`config.mk`:
```
export PLATFORM = sky130hd
export DESIGN_NAME = egress_collector
export DESIGN_NICKNAME = d
export VERILOG_FILES = /design/src/rtl/switch_pkg.sv /design/src/rtl/rr_arbiter.sv /design/src/rtl/egress_collector.sv
export SDC_FILE = /design/constraint.sdc
export NUM_CORES = 1
export LEC_CHECK = 0
export ABC_AREA = 1
export ABC_CLOCK_PERIOD_IN_PS = 5200
export CAP_MARGIN = 40
export CORE_ASPECT_RATIO = 1.1
export CORE_MARGIN = 2
export CORE_UTILIZATION = 50
export CTS_CLUSTER_DIAMETER = 40
export DETAILED_ROUTE_END_ITERATION = 8
export GPL_TIMING_DRIVEN = 0
export PLACE_DENSITY = 0.7
export SETUP_SLACK_MARGIN = 0.4
export SYNTH_ARGS = -nofsm -noshare
export SYNTH_HDL_FRONTEND = slang
export SYNTH_SLANG_ARGS = --single-unit
export TNS_END_PERCENT = 50
```
`constraint.sdc`:
```
create_clock -name clk -period 5.2 [get_ports clk]
set_clock_uncertainty 0.05 [all_clocks]
set_input_delay 1.04 -clock clk [delete_from_list [all_inputs] [get_ports clk]]
set_output_delay 1.04 -clock clk [all_outputs]
set_load 0.1 [all_outputs]
```
`src/rtl/switch_pkg.sv`:
```
`default_nettype none
// ============================================================================
// Module   : switch_pkg
// Brief    : Shared switch constants and the tagged FIFO entry type.
// Revision : 1.0
// ============================================================================
package switch_pkg;

    localparam int NUM_PORTS = 4;
    localparam int META_W    = 32;

    typedef logic [$clog2(NUM_PORTS)-1:0] port_id_t;

    typedef struct packed {
        port_id_t          port;
        logic [META_W-1:0] meta;
    } fifo_entry_t;

endpackage
`default_nettype wire

```
`src/rtl/rr_arbiter.sv`:
```
`default_nettype none
// ============================================================================
// Module   : rr_arbiter
// Brief    : Combinational round-robin arbiter; searches upward from i_ptr.
// Revision : 1.0
// ============================================================================
module rr_arbiter
    import switch_pkg::*;
(
    input  logic [NUM_PORTS-1:0] i_req,
    input  port_id_t             i_ptr,
    input  logic                 i_enable,
    output logic [NUM_PORTS-1:0] o_grant,
    output port_id_t             o_grant_port,
    output logic                 o_grant_valid
);

    port_id_t w_idx;

    // NUM_PORTS is a power of two, so the port_id_t sum wraps naturally.
    always_comb begin
        o_grant       = '0;
        o_grant_port  = '0;
        o_grant_valid = 1'b0;
        w_idx         = '0;
        if (i_enable) begin
            for (int k = 0; k < NUM_PORTS; k++) begin
                w_idx = i_ptr + port_id_t'(k);
                if (!o_grant_valid && i_req[w_idx]) begin
                    o_grant[w_idx] = 1'b1;
                    o_grant_port   = w_idx;
                    o_grant_valid  = 1'b1;
                end
            end
        end
    end

endmodule
`default_nettype wire

```
`src/rtl/egress_collector.sv`:
```
`default_nettype none
// ============================================================================
// Module   : egress_collector
// Brief    : Round-robin merge of egress metadata into one port-tagged FIFO.
// Revision : 1.0
// ============================================================================
module egress_collector
    import switch_pkg::*;
#(
    parameter int DEPTH = 16
)(
    input  logic                          clk,
    input  logic                          reset,
    input  logic [NUM_PORTS*META_W-1:0]   egress_in,
    input  logic [NUM_PORTS-1:0]          egress_in_en,
    output logic [NUM_PORTS-1:0]          egress_in_ack,
    output logic [META_W-1:0]             out_data,
    output port_id_t                      out_port,
    output logic                          out_valid,
    input  logic                          out_ack,
    input  logic                          clear,
    output logic [$clog2(DEPTH):0]        level,
    output logic [31:0]                   total_cnt
);

    localparam int                  c_ADDR_W  = $clog2(DEPTH);
    localparam logic [c_ADDR_W:0]   c_PTR_ONE = 1;
    localparam port_id_t            c_PORT_ONE = 1;

    logic [c_ADDR_W:0]  r_wr_ptr;
    logic [c_ADDR_W:0]  r_rd_ptr;
    port_id_t           r_rr_ptr;
    logic [31:0]        r_total_cnt;
    fifo_entry_t        r_mem [DEPTH];

    logic [META_W-1:0]    w_words [NUM_PORTS];
    logic [NUM_PORTS-1:0] w_grant;
    port_id_t             w_grant_port;
    logic                 w_grant_valid;
    logic                 w_full;
    logic                 w_empty;
    logic                 w_push;
    logic                 w_pop;
    logic                 w_arb_en;
    fifo_entry_t          w_entry;
    fifo_entry_t          w_head;

    genvar p;
    generate
        for (p = 0; p < NUM_PORTS; p++) begin : g_unpack
            assign w_words[p] = egress_in[p*META_W +: META_W];
        end
    endgenerate

    // Pointers carry an extra wrap bit so full and empty are distinguishable.
    assign w_empty = (r_wr_ptr == r_rd_ptr);
    assign w_full  = (r_wr_ptr[c_ADDR_W] != r_rd_ptr[c_ADDR_W]) &&
                     (r_wr_ptr[c_ADDR_W-1:0] == r_rd_ptr[c_ADDR_W-1:0]);

    // Reset gates the grant so no port sees an ack while the FIFO is held.
    assign w_arb_en = reset && !w_full && !clear;

    rr_arbiter u_arb (
        .i_req         (egress_in_en),
        .i_ptr         (r_rr_ptr),
        .i_enable      (w_arb_en),
        .o_grant       (w_grant),
        .o_grant_port  (w_grant_port),
        .o_grant_valid (w_grant_valid)
    );

    assign w_push = w_grant_valid;
    assign w_pop  = out_ack && !w_empty && !clear;

    assign w_entry.port = w_grant_port;
    assign w_entry.meta = w_words[w_grant_port];

    always_ff @(posedge clk) begin
        if (w_push) begin
            r_mem[r_wr_ptr[c_ADDR_W-1:0]] <= w_entry;
        end
    end

    always_ff @(posedge clk or negedge reset) begin
        if (!reset) begin
            r_wr_ptr    <= '0;
            r_rd_ptr    <= '0;
            r_rr_ptr    <= '0;
            r_total_cnt <= '0;
        end else if (clear) begin
            r_wr_ptr    <= '0;
            r_rd_ptr    <= '0;
            r_rr_ptr    <= '0;
            r_total_cnt <= '0;
        end else begin
            if (w_push) begin
                r_wr_ptr    <= r_wr_ptr + c_PTR_ONE;
                r_total_cnt <= r_total_cnt + 32'd1;
                r_rr_ptr    <= w_grant_port + c_PORT_ONE;
            end
            if (w_pop) begin
                r_rd_ptr <= r_rd_ptr + c_PTR_ONE;
            end
        end
    end

    assign w_head        = r_mem[r_rd_ptr[c_ADDR_W-1:0]];
    assign out_data      = w_head.meta;
    assign out_port      = w_head.port;
    assign out_valid     = !w_empty;
    assign level         = r_wr_ptr - r_rd_ptr;
    assign total_cnt     = r_total_cnt;
    assign egress_in_ack = w_grant;

endmodule
`default_nettype wire

```
Yosys cells after proc, flatten, opt, wreduce, memory -nomap -nowiden
Memory sizes are Yosys's and may differ from the RTL's.
Cells that the tools add are included.
{"block": "totals", "wordCells": 99, "ramBits": 544, "regBits": 44, "n_memories": 1, "out_inout_bits": 76}
{"block": "op_classes", "reduce_logical": 20, "bitwise_logic": 4, "n_eq_ne": 3, "mux": 50, "addsub": 8, "magnitude_cmp": 9}
{"memory": "r_mem", "words": 16, "word_bits": 34, "rd": 1, "rd_clocked_by_memory_dff": 0, "write_ports": 1, "line_no": "egress_collector.sv:34", "source": "fifo_entry_t r_mem [DEPTH];"}
{"operator": "32-bit 2-to-1 mux", "count": 4}
{"operator": "32-bit binary-select mux with 2-bit select", "count": 1}
{"operator": "32-bit by 1-bit adder with 32-bit output, second input constant", "count": 1}
{"operator": "4-bit 2-to-1 mux", "count": 8}
{"operator": "5-bit 2-to-1 mux", "count": 4}
{"operator": "1-bit 2-to-1 mux", "count": 18}
{"operator": "2-bit 2-to-1 mux", "count": 7}
{"operator": "1-bit logical AND", "count": 12}
{"operator": "2-bit by 3-bit < comparator with 1-bit output, second input constant", "count": 4}
{"operator": "4-bit bitwise OR", "count": 3}
{"operator": "5-bit by 1-bit adder with 5-bit output, second input constant", "count": 2}
{"operator": "1-bit binary-select mux with 2-bit select", "count": 4}
{"operator": "1-bit demux with 2-bit select", "count": 4}
{"operator": "2-bit by 1-bit >= comparator with 1-bit output, second input constant", "count": 4}
{"operator": "1-bit logical NOT", "count": 6}
{"operator": "5-bit equality test", "count": 1}
{"operator": "5-bit subtractor", "count": 1}
{"operator": "2-bit by 1-bit adder with 2-bit output, second input constant", "count": 2}
{"operator": "2-bit adder, second input constant", "count": 2}
{"operator": "4-bit equality test", "count": 1}
{"operator": "2-bit nonzero test", "count": 2}
{"operator": "3-bit >= comparator, second input constant", "count": 1}
{"operator": "2-bit NOT with 3-bit output", "count": 1}
{"operator": "1-bit != test", "count": 1}

Logic depth before layout (Yosys ltp)
{"block": "depth", "word_depth": 22, "ltp_mapped": 15}

Cells and area by module
From an unflattened synthesis, not the netlist that was laid out.
{"block": "unflattened", "cells_unflattened": 2360, "area_unflattened_um2": 25498.2}
{"mod": "egress_collector", "n_inst": 1, "cells_each": 2268, "area_each_um2": 25005.2}
{"mod": "rr_arbiter", "n_inst": 1, "cells_each": 92, "area_each_um2": 493.0}

Least setup slack after synthesis
OpenSTA, ideal clock, no wires.
{"block": "synth_timing", "kind": "register -> output", "startpoint": "register r_rd_ptr[3]", "endpoint": "output port level[4]", "setup_slack_ps": 1172, "t_arrival_ps": 2938, "stages_incl_launch_ff": 8, "path_buffers": 2, "required_ps": 4110, "cell_sequence": "dfrtp_1 > inv_1 > clkbuf_1 > clkbuf_1 > ha_1 > a21oi_1 > nand2_1 > xor2_1"}
{"block": "synth_via", "elab_chain_cells": 1}
{"item": "start, declared", "line_no": "egress_collector.sv:31", "source": "logic [c_ADDR_W:0] r_rd_ptr;"}
{"item": "start signal, assigned", "line_no": "egress_collector.sv:102", "source": "r_rd_ptr <= r_rd_ptr + c_PTR_ONE;"}
{"item": "5-bit subtractor", "line_no": "egress_collector.sv:111", "source": "assign level = r_wr_ptr - r_rd_ptr;"}
{"item": "end, declared", "line_no": "egress_collector.sv:22", "source": "output logic [$clog2(DEPTH):0] level,"}
Every way passes these cells.

Final worst setup path
{"block": "layout_timing", "startpoint": "register r_rd_ptr[1]", "endpoint": "output port out_port[0]"}
{"block": "layout_via", "elab_chain_cells": 1}
{"item": "memory read 16 x 34 bit"}
{"item": "end, declared", "line_no": "egress_collector.sv:18", "source": "output port_id_t out_port,"}
Every way passes these cells.

==> summary.md <==
| Metric | Value |
|---|---|
| Outcome | `finished with violations` |
| Failing checks | `design-rule violations` |
| Avg Inst Size Synth | `11.0 um2` |
| Commonest non-fill, non-tap cell in the layout | `edfxtp_1` |
| Proportion of layout cells with a drive suffix above 1 | `0.124` |
| Simple-gate share of the synthesized area | `0.156` |
| Worst r2r path cells | `12` |
| Synth Area in XOR/XNOR | `0.00774` |
| Largest family of logic cells by synthesized area | `simple AND/OR/NAND/NOR gates` |
| # IOs | `212` |
| Root Buffer | `clkbuf_16` |
| Placed Instances | `about 3,300` |
| TritonCTS Buffers | `75` |
| Vias in the first global route | `approximately 21,000` |
| Initial drt markers | `2,444` |
| Pin count of the biggest net entering global routing | `32` |
| Drt first pass iters | `9` |
| Post-synth top area cell | `edfxtp_1` |
| Finished Layout Cells | `3,480` |
| Final period utilization | `0.925` |
| CTS tree | `done` |
| Die Span X | `222 um` |
| Yosys top cell area share | `0.627` |
| Core Footprint | `51,400 um2` |
| Synth Area in Compound Gates | `0.104` |
| Synth Area in Adders | `0.00942` |
| Worst-Margin Slew | `0.879 ns` |
| Setup TNS | `0 ns` |
| WP data required | `4.11 ns` |
| Initial antenna violation count | `0` |
| # diodes | `0` |
| Reg-to-reg slack, setup | `1.10 ns` |
| Final core occ | `0.651` |
| GPL Wtd Cong | `0.927` |
| Power per cell area | `546 nW/um2` |
| Min cycle time layout | `about 4.8 ns` |
| Sequential fraction of the synthesis area | `0.670` |
| Worst Path Max Fanout | `10` |
| Chip Height | `243 um` |
| Initial Util | `0.507` |
| DRC errors left | `2` |
| Max-slew violations | `0` |
| Via density | `6.00` |
| CTS Buffer Depth | `3` |
| HP Class | `primary input to asynchronous set/reset pin` |
| Reg-to-Reg Start | `r_rd_ptr[2]` |
| Post-synth EDFFs | `544` |
| Min setup slack post-route | `0.389 ns` |
| I/O Buffers | `between 200 and 250` |
| Final Hold Vio Count | `0` |
| Arr. time, crit path | `3.72 ns` |
| CP Capture Type | `primary output` |
| Syn-to-layout area delta | `28.4%` |
| Drt wl/cell | `around 24 um` |
| Yosys warnings | `0` |
| RSZ-0062 raised after global routing | `true` |
| Post-synthesis instance total | `2,367` |
| Row cnt | `slightly below 90` |
| CTS clk-pin slew, worst paths | `approximately 0.060 ns` |
| Pre-CTS WS | `about 0.18 ns` |
| Post-layout nets | `2,906` |
| Total grt overflow | `0` |
| Highest Clock Rate | `208 MHz` |
| Worst IR Drop VDD | `0.000802 V` |
| Max cap viols | `0` |
| Final wirelength | `82,900 um` |
| Worst setup path category | `register to primary output` |
| First-pass GRT wire length | `approximately 120,000 um` |
| Most area-consuming cells after synthesis | `edfxtp_1, o21ai_0, nor2_1` |
| LEAKAGE | `12.2 nW` |
| Clock net sink count | `588` |
| Via Count | `approximately 21,000` |
| Routed Antenna Nets | `0` |
| FILL cells | `3,743` |
| GR Util All Layers | `0.304` |
| Startpoint Class | `register` |
| Rel. slew slack | `0.413` |
| Commonest non-fill, non-tap cells in the layout | `edfxtp_1, nor2_1, nand2_1, o21ai_0, clkdlybuf4s50_1` |
| H-Tree Depth | `3` |
| Ys async rst share | `0.0748` |
| Synth unique cells | `41` |
| Detailed Place HPWL | `57,500 um` |
| Setup Viol. Count Final | `0` |
| Worst reg2reg endpoint | `r_mem[11][11]` |
| Ys flop type | `edfxtp_1` |
| Clk Latency, worst-skew pair | `between 0.6 and 0.7 ns` |
| Die area | `53,900 um2` |
| Number of synthesized register bits | `588` |
| Cell Area, Synth | `26,000 um2` |
| Syn_nets | `2,522` |
| Multiplexer area fraction after synthesis | `0` |
## cell usage after synthesis, drive strengths merged, types with 11 or more instances
library cell	count
o211ai	11
buf	50
dfrtp	44
xor2	18
a21oi	11
o221ai	57
o21ai	300
nand2	327
nand4	76
nor3	17
nand3	159
nor2	348
edfxtp	544
ha	18
clkbuf	101
inv	180
o22ai	81
## cell type report
type,instances,area (um2),area share
well taps,667,835,0.0250
plain buffers,151,753,0.0225
inverters,182,697,0.0208
flip-flops and latches,588,17400,0.522
clock buffers,85,1910,0.0573
repair buffers,307,3800,0.114
multi-input cells,1446,7340,0.219
clock inverters,54,656,0.0196
## power breakdown
group	switching [W]	internal (W)	total, W
Combinational	0.00508	0.00213	0.00721
Sequential	0.0000562	0.00574	0.00580
Clock	0.00219	0.00306	0.00525
## state kept, by name (all words and copies together) (netlist names)
signal and flops:
r_rd_ptr 5, total_cnt 32, r_wr_ptr 5, r_rr_ptr 2, r_mem 544
## worst max-delay path, stage by stage, from the launching register on
cell and delay [ns]:
dfrtp_1 0.46, clkbuf_2 0.39, buf_1 0.64, o21ai_0 0.21
o221ai_1 0.25, nand3_1 0.14, nand3_1 0.13, clkdlybuf4s50_1 0.64
buf_16 0.21
## per-stage QoR
stage,cell area [um2],power (W),hold WS (ns)
after global placement,29000,0.0119,0.482
after floorplan,26000,0.00994,0.502
after detailed placement,30800,0.0129,0.500
after global routing,33400,0.0188,0.293
final,33400,0.0183,0.274
after CTS,33400,0.0182,0.256
## layer usage
| metal | track usage | part of all wire | up-vias |
|---|---|---|---|
| li1 | - | - | 9245 |
| met1 | 0.398 | 0.38 | 10100 |
| met2 | 0.503 | 0.48 | 1325 |
| met3 | 0.0490 | 0.10 | 202 |
| met4 | 0.137 | 0.041 | 0 |
| met5 | 0 | 0 | - |
## what timing repair did
item / 4_1_cts / 5_1_grt
gates resized for setup: 25 / 44
hold buffers: 0 / 0
pin swaps: 0 / 1
setup buffers: 0 / 3
setup endpoints to repair: 41 / 37
## cell families after synthesis
group,after synthesis
buffers and inverters,333
AOI/OAI and AO/OA,467
DFF,588
and+or+nand+nor,937
adders and majority gates,19
xor gates and xnor gates,23
## how the worst max path moves through the flow
stage	from	end	slack [ns]	cells past startpoint
after detailed placement	r_rd_ptr[3]	egress_in_ack[0]	0.18	12
after global routing	r_rd_ptr[0]	out_data[24]	0.37	9
after CTS	r_rd_ptr[0]	out_data[14]	0.38	9
after floorplan	r_rd_ptr[3]	level[4]	1.17	7
after global placement	reset	r_mem[8][20]	-2.61	7
final	r_rd_ptr[1]	out_port[0]	0.39	8
Note: power is estimated with default switching activity, not from simulation.
